<file path="config.mk">
export PLATFORM = sky130hd
export DESIGN_NAME = umem_arb_flat
export DESIGN_NICKNAME = d
export VERILOG_FILES = /design/src/rtl/umem_arb_if.sv /design/src/rtl/umem_arb.sv /design/src/flat_wrapper.sv
export SDC_FILE = /design/constraint.sdc
export NUM_CORES = 1
export LEC_CHECK = 0
export CAP_MARGIN = 25
export CORE_UTILIZATION = 47
export CTS_BUF_LIST = sky130_fd_sc_hd__clkbuf_8
export DETAILED_ROUTE_END_ITERATION = 10
export HOLD_SLACK_MARGIN = 0.06
export PLACE_DENSITY_LB_ADDON = 0.3
export SKIP_LAST_GASP = 1
export SYNTH_ARGS = -nofsm -noshare
export SYNTH_HDL_FRONTEND = slang
export SYNTH_SLANG_ARGS = --single-unit
</file>
<file path="constraint.sdc">
create_clock -name clk -period 4.7 [get_ports clk]
set_input_delay 0.47 -clock clk [delete_from_list [all_inputs] [get_ports clk]]
set_output_delay 0.47 -clock clk [all_outputs]
set_load 0.005 [all_outputs]
</file>
<file path="src/rtl/umem_arb_if.sv">
// umem_arb_if -- bus bundle for the unified-memory arbiter.
//   Fetch side : i_ARB_iReq/iAddr/iKill in, o_ARB_iAck/iRdata out
//   Data side  : i_ARB_dReq/dWe/dByte/dAddr/dWdata in, o_ARB_dAck/dRdata out
//   Pipeline   : o_ARB_pause out
//   Memory side: o_ARB_mReq/mWe/mBe/mAddr/mWdata out, i_ARB_mRdata/mAck in
// Modports: slave = the arbiter itself, master = everything around it
// (pipeline requesters plus the memory backend).
interface umem_arb_if;
    logic        i_ARB_iReq;
    logic [31:0] i_ARB_iAddr;
    logic        i_ARB_iKill;
    logic        o_ARB_iAck;
    logic [31:0] o_ARB_iRdata;
    logic        i_ARB_dReq;
    logic        i_ARB_dWe;
    logic        i_ARB_dByte;
    logic [31:0] i_ARB_dAddr;
    logic [31:0] i_ARB_dWdata;
    logic        o_ARB_dAck;
    logic [31:0] o_ARB_dRdata;
    logic        o_ARB_pause;
    logic        o_ARB_mReq;
    logic        o_ARB_mWe;
    logic [3:0]  o_ARB_mBe;
    logic [31:0] o_ARB_mAddr;
    logic [31:0] o_ARB_mWdata;
    logic [31:0] i_ARB_mRdata;
    logic        i_ARB_mAck;

    modport slave (
        input  i_ARB_iReq, i_ARB_iAddr, i_ARB_iKill,
        output o_ARB_iAck, o_ARB_iRdata,
        input  i_ARB_dReq, i_ARB_dWe, i_ARB_dByte, i_ARB_dAddr, i_ARB_dWdata,
        output o_ARB_dAck, o_ARB_dRdata, o_ARB_pause,
        output o_ARB_mReq, o_ARB_mWe, o_ARB_mBe, o_ARB_mAddr, o_ARB_mWdata,
        input  i_ARB_mRdata, i_ARB_mAck
    );

    modport master (
        output i_ARB_iReq, i_ARB_iAddr, i_ARB_iKill,
        input  o_ARB_iAck, o_ARB_iRdata,
        output i_ARB_dReq, i_ARB_dWe, i_ARB_dByte, i_ARB_dAddr, i_ARB_dWdata,
        input  o_ARB_dAck, o_ARB_dRdata, o_ARB_pause,
        input  o_ARB_mReq, o_ARB_mWe, o_ARB_mBe, o_ARB_mAddr, o_ARB_mWdata,
        output i_ARB_mRdata, i_ARB_mAck
    );
endinterface

</file>
<file path="src/rtl/umem_arb.sv">
// umem_arb -- shares one single-port memory between instruction fetch and
// the data stage. One access at a time: IDLE -> GNT_x -> RESP_x -> IDLE.
// Data has priority; fetch responses are dropped when killed by a branch.
// Ports:
//   clk   : clock, all state on rising edge
//   rstn  : asynchronous active-low reset
//   bus   : umem_arb_if.slave (fetch, data, pause and memory signals)
// Parameter STARVE_MAX: data grants tolerated while a fetch waits.
// Optional feature: define UMEM_ARB_FAIR_EN to enable the anti-starvation
// counter; without it data priority is strict.
module umem_arb #(
    parameter int STARVE_MAX = 4
) (
    input  logic      clk,
    input  logic      rstn,
    umem_arb_if.slave bus
);
    typedef enum logic [2:0] {IDLE, GNT_I, GNT_D, RESP_I, RESP_D} state_t;

    state_t      state_q, state_d;
    logic        mWe_q, mWe_d;
    logic [3:0]  mBe_q, mBe_d;
    logic [31:0] mAddr_q, mAddr_d;
    logic [31:0] mWdata_q, mWdata_d;
    logic [1:0]  lane_q, lane_d;
    logic        byte_q, byte_d;
    logic [31:0] iRdata_q, iRdata_d;
    logic [31:0] dRdata_q, dRdata_d;
    logic        killed_q, killed_d;

    logic        fetch_v, fair_fetch, gnt_i, gnt_d;
    logic [7:0]  ld_byte;
    logic        unused_addr_bits;

    // Byte offset of a fetch is meaningless: fetches are always whole words.
    assign unused_addr_bits = ^bus.i_ARB_iAddr[1:0];

    assign fetch_v = bus.i_ARB_iReq & ~bus.i_ARB_iKill;

`ifdef UMEM_ARB_FAIR_EN
    logic [3:0] cnt_q, cnt_d;

    assign fair_fetch = fetch_v & (cnt_q == 4'(STARVE_MAX));

    always_comb begin
        cnt_d = cnt_q;
        if (gnt_i || (state_q == IDLE && !fetch_v))
            cnt_d = '0;
        else if (gnt_d && fetch_v && cnt_q != 4'hF)
            cnt_d = cnt_q + 4'd1;
    end

    always_ff @(posedge clk or negedge rstn) begin
        if (!rstn) cnt_q <= '0;
        else       cnt_q <= cnt_d;
    end
`else
    localparam logic [3:0] STARVE_MAX_UNUSED = 4'(STARVE_MAX);
    assign fair_fetch = 1'b0;
`endif

    // Data wins unless the starvation limit hands the slot to fetch.
    assign gnt_d = (state_q == IDLE) & bus.i_ARB_dReq & ~fair_fetch;
    assign gnt_i = (state_q == IDLE) & fetch_v & (~bus.i_ARB_dReq | fair_fetch);

    // State register
    always_ff @(posedge clk or negedge rstn) begin
        if (!rstn) state_q <= IDLE;
        else       state_q <= state_d;
    end

    // Next-state logic
    always_comb begin
        state_d = state_q;
        case (state_q)
            IDLE:    if (gnt_d) state_d = GNT_D;
                     else if (gnt_i) state_d = GNT_I;
            GNT_I:   if (bus.i_ARB_mAck) state_d = RESP_I;
            GNT_D:   if (bus.i_ARB_mAck) state_d = RESP_D;
            RESP_I,
            RESP_D:  state_d = IDLE;
            default: state_d = IDLE;
        endcase
    end

    // Outputs decoded from state
    always_comb begin
        bus.o_ARB_mReq = (state_q == GNT_I) || (state_q == GNT_D);
        bus.o_ARB_iAck = (state_q == RESP_I) && !killed_q;
        bus.o_ARB_dAck = (state_q == RESP_D);
    end

    always_comb begin
        case (lane_q)
            2'd0:    ld_byte = bus.i_ARB_mRdata[7:0];
            2'd1:    ld_byte = bus.i_ARB_mRdata[15:8];
            2'd2:    ld_byte = bus.i_ARB_mRdata[23:16];
            default: ld_byte = bus.i_ARB_mRdata[31:24];
        endcase
    end

    // Datapath: memory fields latched at grant, read data latched on mAck.
    always_comb begin
        mWe_d    = mWe_q;
        mBe_d    = mBe_q;
        mAddr_d  = mAddr_q;
        mWdata_d = mWdata_q;
        lane_d   = lane_q;
        byte_d   = byte_q;
        iRdata_d = iRdata_q;
        dRdata_d = dRdata_q;
        killed_d = 1'b0;

        if (gnt_d) begin
            mWe_d   = bus.i_ARB_dWe;
            mAddr_d = {bus.i_ARB_dAddr[31:2], 2'b00};
            lane_d  = bus.i_ARB_dAddr[1:0];
            byte_d  = bus.i_ARB_dByte;
            if (bus.i_ARB_dWe && bus.i_ARB_dByte) begin
                mBe_d    = 4'(4'b0001 << bus.i_ARB_dAddr[1:0]);
                mWdata_d = {4{bus.i_ARB_dWdata[7:0]}};
            end else begin
                mBe_d    = 4'hF;
                mWdata_d = bus.i_ARB_dWdata;
            end
        end else if (gnt_i) begin
            mWe_d   = 1'b0;
            mBe_d   = 4'hF;
            mAddr_d = {bus.i_ARB_iAddr[31:2], 2'b00};
        end

        // Kill may arrive in the very cycle the memory completes.
        if (state_q == GNT_I) begin
            killed_d = killed_q | bus.i_ARB_iKill;
            if (bus.i_ARB_mAck && !killed_q && !bus.i_ARB_iKill)
                iRdata_d = bus.i_ARB_mRdata;
        end else if (state_q == RESP_I) begin
            killed_d = killed_q;
        end

        if (state_q == GNT_D && bus.i_ARB_mAck)
            dRdata_d = byte_q ? {24'h0, ld_byte} : bus.i_ARB_mRdata;
    end

    always_ff @(posedge clk or negedge rstn) begin
        if (!rstn) begin
            mWe_q    <= 1'b0;
            mBe_q    <= '0;
            mAddr_q  <= '0;
            mWdata_q <= '0;
            lane_q   <= '0;
            byte_q   <= 1'b0;
            iRdata_q <= '0;
            dRdata_q <= '0;
            killed_q <= 1'b0;
        end else begin
            mWe_q    <= mWe_d;
            mBe_q    <= mBe_d;
            mAddr_q  <= mAddr_d;
            mWdata_q <= mWdata_d;
            lane_q   <= lane_d;
            byte_q   <= byte_d;
            iRdata_q <= iRdata_d;
            dRdata_q <= dRdata_d;
            killed_q <= killed_d;
        end
    end

    assign bus.o_ARB_mWe    = mWe_q;
    assign bus.o_ARB_mBe    = mBe_q;
    assign bus.o_ARB_mAddr  = mAddr_q;
    assign bus.o_ARB_mWdata = mWdata_q;
    assign bus.o_ARB_iRdata = iRdata_q;
    assign bus.o_ARB_dRdata = dRdata_q;

    // Stall while any live request has not yet been acknowledged.
    assign bus.o_ARB_pause = (bus.i_ARB_iReq & ~bus.i_ARB_iKill & ~bus.o_ARB_iAck)
                           | (bus.i_ARB_dReq & ~bus.o_ARB_dAck);
endmodule

</file>
<file path="src/flat_wrapper.sv">
// flat-port wrapper written by rule: the top's interface ports become plain ports
module umem_arb_flat 
#(
    parameter int STARVE_MAX = 4
)
  (clk, rstn, bus_i_ARB_iReq, bus_i_ARB_iAddr, bus_i_ARB_iKill, bus_o_ARB_iAck, bus_o_ARB_iRdata, bus_i_ARB_dReq, bus_i_ARB_dWe, bus_i_ARB_dByte, bus_i_ARB_dAddr, bus_i_ARB_dWdata, bus_o_ARB_dAck, bus_o_ARB_dRdata, bus_o_ARB_pause, bus_o_ARB_mReq, bus_o_ARB_mWe, bus_o_ARB_mBe, bus_o_ARB_mAddr, bus_o_ARB_mWdata, bus_i_ARB_mRdata, bus_i_ARB_mAck);
  umem_arb_if bus_i ();
  input  logic clk;
  input  logic rstn;
  input wire logic [$bits(bus_i.i_ARB_iReq)-1:0] bus_i_ARB_iReq;
  input wire logic [$bits(bus_i.i_ARB_iAddr)-1:0] bus_i_ARB_iAddr;
  input wire logic [$bits(bus_i.i_ARB_iKill)-1:0] bus_i_ARB_iKill;
  output wire logic [$bits(bus_i.o_ARB_iAck)-1:0] bus_o_ARB_iAck;
  output wire logic [$bits(bus_i.o_ARB_iRdata)-1:0] bus_o_ARB_iRdata;
  input wire logic [$bits(bus_i.i_ARB_dReq)-1:0] bus_i_ARB_dReq;
  input wire logic [$bits(bus_i.i_ARB_dWe)-1:0] bus_i_ARB_dWe;
  input wire logic [$bits(bus_i.i_ARB_dByte)-1:0] bus_i_ARB_dByte;
  input wire logic [$bits(bus_i.i_ARB_dAddr)-1:0] bus_i_ARB_dAddr;
  input wire logic [$bits(bus_i.i_ARB_dWdata)-1:0] bus_i_ARB_dWdata;
  output wire logic [$bits(bus_i.o_ARB_dAck)-1:0] bus_o_ARB_dAck;
  output wire logic [$bits(bus_i.o_ARB_dRdata)-1:0] bus_o_ARB_dRdata;
  output wire logic [$bits(bus_i.o_ARB_pause)-1:0] bus_o_ARB_pause;
  output wire logic [$bits(bus_i.o_ARB_mReq)-1:0] bus_o_ARB_mReq;
  output wire logic [$bits(bus_i.o_ARB_mWe)-1:0] bus_o_ARB_mWe;
  output wire logic [$bits(bus_i.o_ARB_mBe)-1:0] bus_o_ARB_mBe;
  output wire logic [$bits(bus_i.o_ARB_mAddr)-1:0] bus_o_ARB_mAddr;
  output wire logic [$bits(bus_i.o_ARB_mWdata)-1:0] bus_o_ARB_mWdata;
  input wire logic [$bits(bus_i.i_ARB_mRdata)-1:0] bus_i_ARB_mRdata;
  input wire logic [$bits(bus_i.i_ARB_mAck)-1:0] bus_i_ARB_mAck;
  assign bus_i.i_ARB_iReq = bus_i_ARB_iReq;
  assign bus_i.i_ARB_iAddr = bus_i_ARB_iAddr;
  assign bus_i.i_ARB_iKill = bus_i_ARB_iKill;
  assign bus_o_ARB_iAck = bus_i.o_ARB_iAck;
  assign bus_o_ARB_iRdata = bus_i.o_ARB_iRdata;
  assign bus_i.i_ARB_dReq = bus_i_ARB_dReq;
  assign bus_i.i_ARB_dWe = bus_i_ARB_dWe;
  assign bus_i.i_ARB_dByte = bus_i_ARB_dByte;
  assign bus_i.i_ARB_dAddr = bus_i_ARB_dAddr;
  assign bus_i.i_ARB_dWdata = bus_i_ARB_dWdata;
  assign bus_o_ARB_dAck = bus_i.o_ARB_dAck;
  assign bus_o_ARB_dRdata = bus_i.o_ARB_dRdata;
  assign bus_o_ARB_pause = bus_i.o_ARB_pause;
  assign bus_o_ARB_mReq = bus_i.o_ARB_mReq;
  assign bus_o_ARB_mWe = bus_i.o_ARB_mWe;
  assign bus_o_ARB_mBe = bus_i.o_ARB_mBe;
  assign bus_o_ARB_mAddr = bus_i.o_ARB_mAddr;
  assign bus_o_ARB_mWdata = bus_i.o_ARB_mWdata;
  assign bus_i.i_ARB_mRdata = bus_i_ARB_mRdata;
  assign bus_i.i_ARB_mAck = bus_i_ARB_mAck;
  umem_arb #(.STARVE_MAX(STARVE_MAX)) u_core (.clk(clk), .rstn(rstn), .bus(bus_i));
endmodule
</file>
==> summary.md <==
| Metric | Value |
|---|---|
| Run status | complete, no violations |
| TritonRoute pass-1 iters | 4 |
| Setup TNS after final layout | 0 ns |
| Number of DRC violations after detailed routing | 0 |
| Number of buffers on the longest clock path | 2 |
| Largest fanout of any net on the critical path | 10 |
| CP endpoint kind | output pin |
| Switching power total | about 1.7 mW |
| Core area | roughly 0.013 mm^2 |
| CTS tree | done |
| Post-Synth XOR/XNOR Area | 0.1393% |
| Initial antenna violation count | 0 |
| Average cell area after synthesis | 12.52 um^2 |
| Total internal power | ~4 mW |
| Antenna violation net count after detailed routing | 0 |
| First-pass GRT wire length | about 27 mm |
| Die width | 117.7 um |
| Number of clock sinks | 138 |
| Clock power frac | between 10% and 20% |
| Power per standard cell area | approximately 600 mW/mm^2 |
| Slew @ Worst Pin | approximately 0.9 ns |
| Die Span Y | around 120 um |
| Worst EP arrival | between 2 and 2.5 ns |
| Final critical-path required period | about 2.5 ns |
| Number of global-route vias before repair | slightly above 5k |
| Class of the most critical hold timing path | input pin to asynchronous set/reset pin |
| Clk Latency, worst-skew pair | roughly 0.44 ns |
| Hold slack final | 0.07939 ns |
| Mux contribution to synthesized area | between 20% and 30% |
| Avg WL per Cell | between 15 and 20 um |
| Tot GR Track Use | about a quarter |
| Number of nets in the layout | approximately 900 |
| Unrepaired setup endpoints after global routing | false |
| Worst-path clk slew | roughly 0.07 ns |
| Final standard cell area without fillers | approximately 0.0093 mm^2 |
| Static leakage power | between 4 and 5 nW |
| Share of synthesized registers carrying an async set or reset | 100.0% |
| Final wirelength | between 15 and 20 mm |
| Average via count per standard cell | just over 5 |
| Net switching share of the total power | 30.30% |
| CTS buffer count | 17 |
| Met1 Wirelength | 6.557 mm |
| Post-synthesis register bit count | 138 |
| Share of the cycle needed by the critical path after routing | a little over half |
| Max capacitance violation total | 0 |
| Post-layout worst setup margin | about 2.2 ns |
| Setup skew after layout | roughly 0.012 ns |
| Flip-flop cell with the highest count after synthesis | sky130_fd_sc_hd__dfrtp_1 |
| Placer Congestion | between 0.7 and 0.8 |
| Post-cts hold buffer count | 0 |
| Worst slew slack as a fraction of its limit | approximately two fifths |
| Adder-cell share of the synthesized area | 0% |
| Path type of the worst setup path | register to output pin |
| Highest routed metal layer | met4 |
| Final setup violation count | 0 |
| Cell chosen for the clock root | sky130_fd_sc_hd__clkbuf_8 |
| Post CTS Setup Buffer Count | 0 |
| Type of origin of the critical path | register |
| Initial cell density of the core | slightly below 50% |
| # resized after CTS | 0 |
| Hold violation total from the final report | 0 |
| Buffers added on ports | between 200 and 300 |
| Total I/O pin count | roughly 270 |
| Diodes inserted | 0 |
| Pin count of the biggest net entering global routing | 93 |
| Met2 WL post-DR | 8.420 mm |
| Number of rows created at floorplan | 41 |
| Total length of routed met3 wires | 1.459 mm |
| Number of flops mapped to enable cells by yosys | 0 |
| Main combinational cell family by area after synthesis | multiplexers |
| Cell area after placement | about 0.0089 mm^2 |
| Post-synthesis compound-gate area fraction | 5.652% |
| Hpwl dp | around 12 mm |
| Combinational power share | between 40% and 50% |
| Worst setup timing slack at the placement stage | between 2 and 2.5 ns |
| Drt initial violations | about 260 |
| Number of H-tree levels | 4 |
| Distinct cell type count after synthesis | 33 |
| Via count | a little under 5k |
| Number of cells on the worst reg-to-reg path | 4 |
| Proportion of synthesized chip area in sequential cells | 54.93% |
| Number of synthesis warnings | 0 |
| Post-synthesis instance total | about 500 |
| Simple-gate share of the synthesized area | a little over a tenth |
| Data required time of the critical path | around 4.2 ns |
| Maximum clock frequency | 398.4 MHz |
| Netlist Area Pre-Place | approximately 0.0063 mm^2 |
| Area enclosed by the die boundary | around 0.014 mm^2 |
| Layout-stage area growth over the synthesis result | 47.82% |
| Fraction of power consumed by sequential logic | between 30% and 40% |
| Number of max-slew violations in the final report | 0 |
| Layout cell share with drive strength beyond 1 | between 15 and 20% |
| Largest voltage drop on the vdd net | between 0.3 and 0.4 mV |
| GR Overflow Total | 0 |
## cells in the mapped netlist (3+ instances only)
master,instances,area [um^2]
sky130_fd_sc_hd__a21oi_1,58,290.3
sky130_fd_sc_hd__and3_1,8,50.05
sky130_fd_sc_hd__buf_12,4,80.08
sky130_fd_sc_hd__buf_2,8,40.04
sky130_fd_sc_hd__buf_4,6,45.04
sky130_fd_sc_hd__buf_6,9,101.4
sky130_fd_sc_hd__clkbuf_1,12,45.04
sky130_fd_sc_hd__dfrtp_1,138,3453
sky130_fd_sc_hd__inv_1,4,15.01
sky130_fd_sc_hd__mux2_1,11,123.9
sky130_fd_sc_hd__mux2_2,84,945.9
sky130_fd_sc_hd__mux2_4,9,135.1
sky130_fd_sc_hd__mux2i_1,8,80.08
sky130_fd_sc_hd__mux4_2,8,180.2
sky130_fd_sc_hd__nand2_1,51,191.4
sky130_fd_sc_hd__nand3b_1,24,180.2
sky130_fd_sc_hd__nor2_1,36,135.1
sky130_fd_sc_hd__nor2b_1,3,18.77
sky130_fd_sc_hd__o32a_1,4,40.04
## stage by stage
stage	std cells	util (%)	power, mW
final	940	72.47	5.637
after global routing	940	72.47	5.988
after CTS	939	72.25	5.671
after detailed placement	910	69.62	4.802
after global placement	910	69.62	4.698
after floorplan	503	-	3.345
## power by group through the flow
stage | logic (mW) | registers [mW] | clock network, mW
floorplan | 1.24 | 2.11 | 0
global placement | 2.55 | 2.15 | 0
detailed placement | 2.61 | 2.19 | 0
CTS | 2.63 | 2.17 | 0.872
global route | 2.85 | 2.21 | 0.929
finish | 2.66 | 2.13 | 0.850
## layer usage
| layer | track usage [%] | vias to the layer above |
|---|---|---|
| li1 | - | 2265 |
| met1 | 29.16 | 2360 |
| met2 | 42.79 | 206 |
| met3 | 9.545 | 23 |
| met4 | 8.494 | 0 |
| met5 | 0 | - |
## kinds of logic after synthesis
group | count (synthesis)
other | 1
xor gates and xnor gates | 1
and+or+nand+nor | 133
DFF | 138
buffers and inverters | 43
muxes | 120
AOI/OAI and AO/OA | 66
## worst paths after layout
| check | slack, ns | endpoint | from |
|---|---|---|---|
| setup reg to reg | 2.38 | u_core.bus.o_ARB_mAddr[9] | u_core.state_q[1] |
| hold / removal | 0.08 | u_core.bus.o_ARB_mAddr[22] | rstn |
| hold reg to reg | 0.46 | u_core.bus.o_ARB_dRdata[14] | u_core.bus.o_ARB_dRdata[14] |
| setup / recovery | 2.19 | bus_o_ARB_pause | u_core.state_q[1] |
| min in group clk | 0.46 | u_core.bus.o_ARB_dRdata[14] | u_core.bus.o_ARB_dRdata[14] |
| max in group asynchronous | 3.46 | u_core.bus.o_ARB_mWdata[28] | rstn |
## worst max-delay path: stages (launching register included)
cell	delay (ns)
sky130_fd_sc_hd__dfrtp_1	0.56
sky130_fd_sc_hd__nor4bb_1	0.36
sky130_fd_sc_hd__nand2b_1	0.15
sky130_fd_sc_hd__o21ai_0	0.08
sky130_fd_sc_hd__clkdlybuf4s50_1	0.47
## layout make-up
class                           count  area [um^2]
Clock buffer                       20        275.3
Inverter                            4        15.01
Timing Repair Buffer              275         2756
Sequential cell                   138         3453
Clock inverter                      9        62.56
Fill cell                         935         3531
Multi-Input combinational cell    322         2516
Tap cell                          172        215.2
## placed cells by master, fill, tap and decap left out, types with 9 or more instances in the layout
cell and count:
sky130_fd_sc_hd__clkdlybuf4s50_1 267, sky130_fd_sc_hd__dfrtp_1 138, sky130_fd_sc_hd__mux2_2 84, sky130_fd_sc_hd__a21oi_1 58, sky130_fd_sc_hd__nand2_1 51, sky130_fd_sc_hd__nor2_1 36
sky130_fd_sc_hd__nand3b_1 24, sky130_fd_sc_hd__clkbuf_8 20, sky130_fd_sc_hd__mux2_1 11, sky130_fd_sc_hd__inv_1 10, sky130_fd_sc_hd__mux2_4 9
## sequential cells by signal, summed over array words and instances (netlist names), 2 cells and up
signal and cells:
u_core.state_q 3, u_core.bus.o_ARB_mWdata 32, u_core.bus.o_ARB_dRdata 32, u_core.lane_q 2
u_core.bus.o_ARB_mAddr 30, u_core.bus.o_ARB_mBe 4, u_core.bus.o_ARB_iRdata 32
Power figures use the tool's default switching activity.
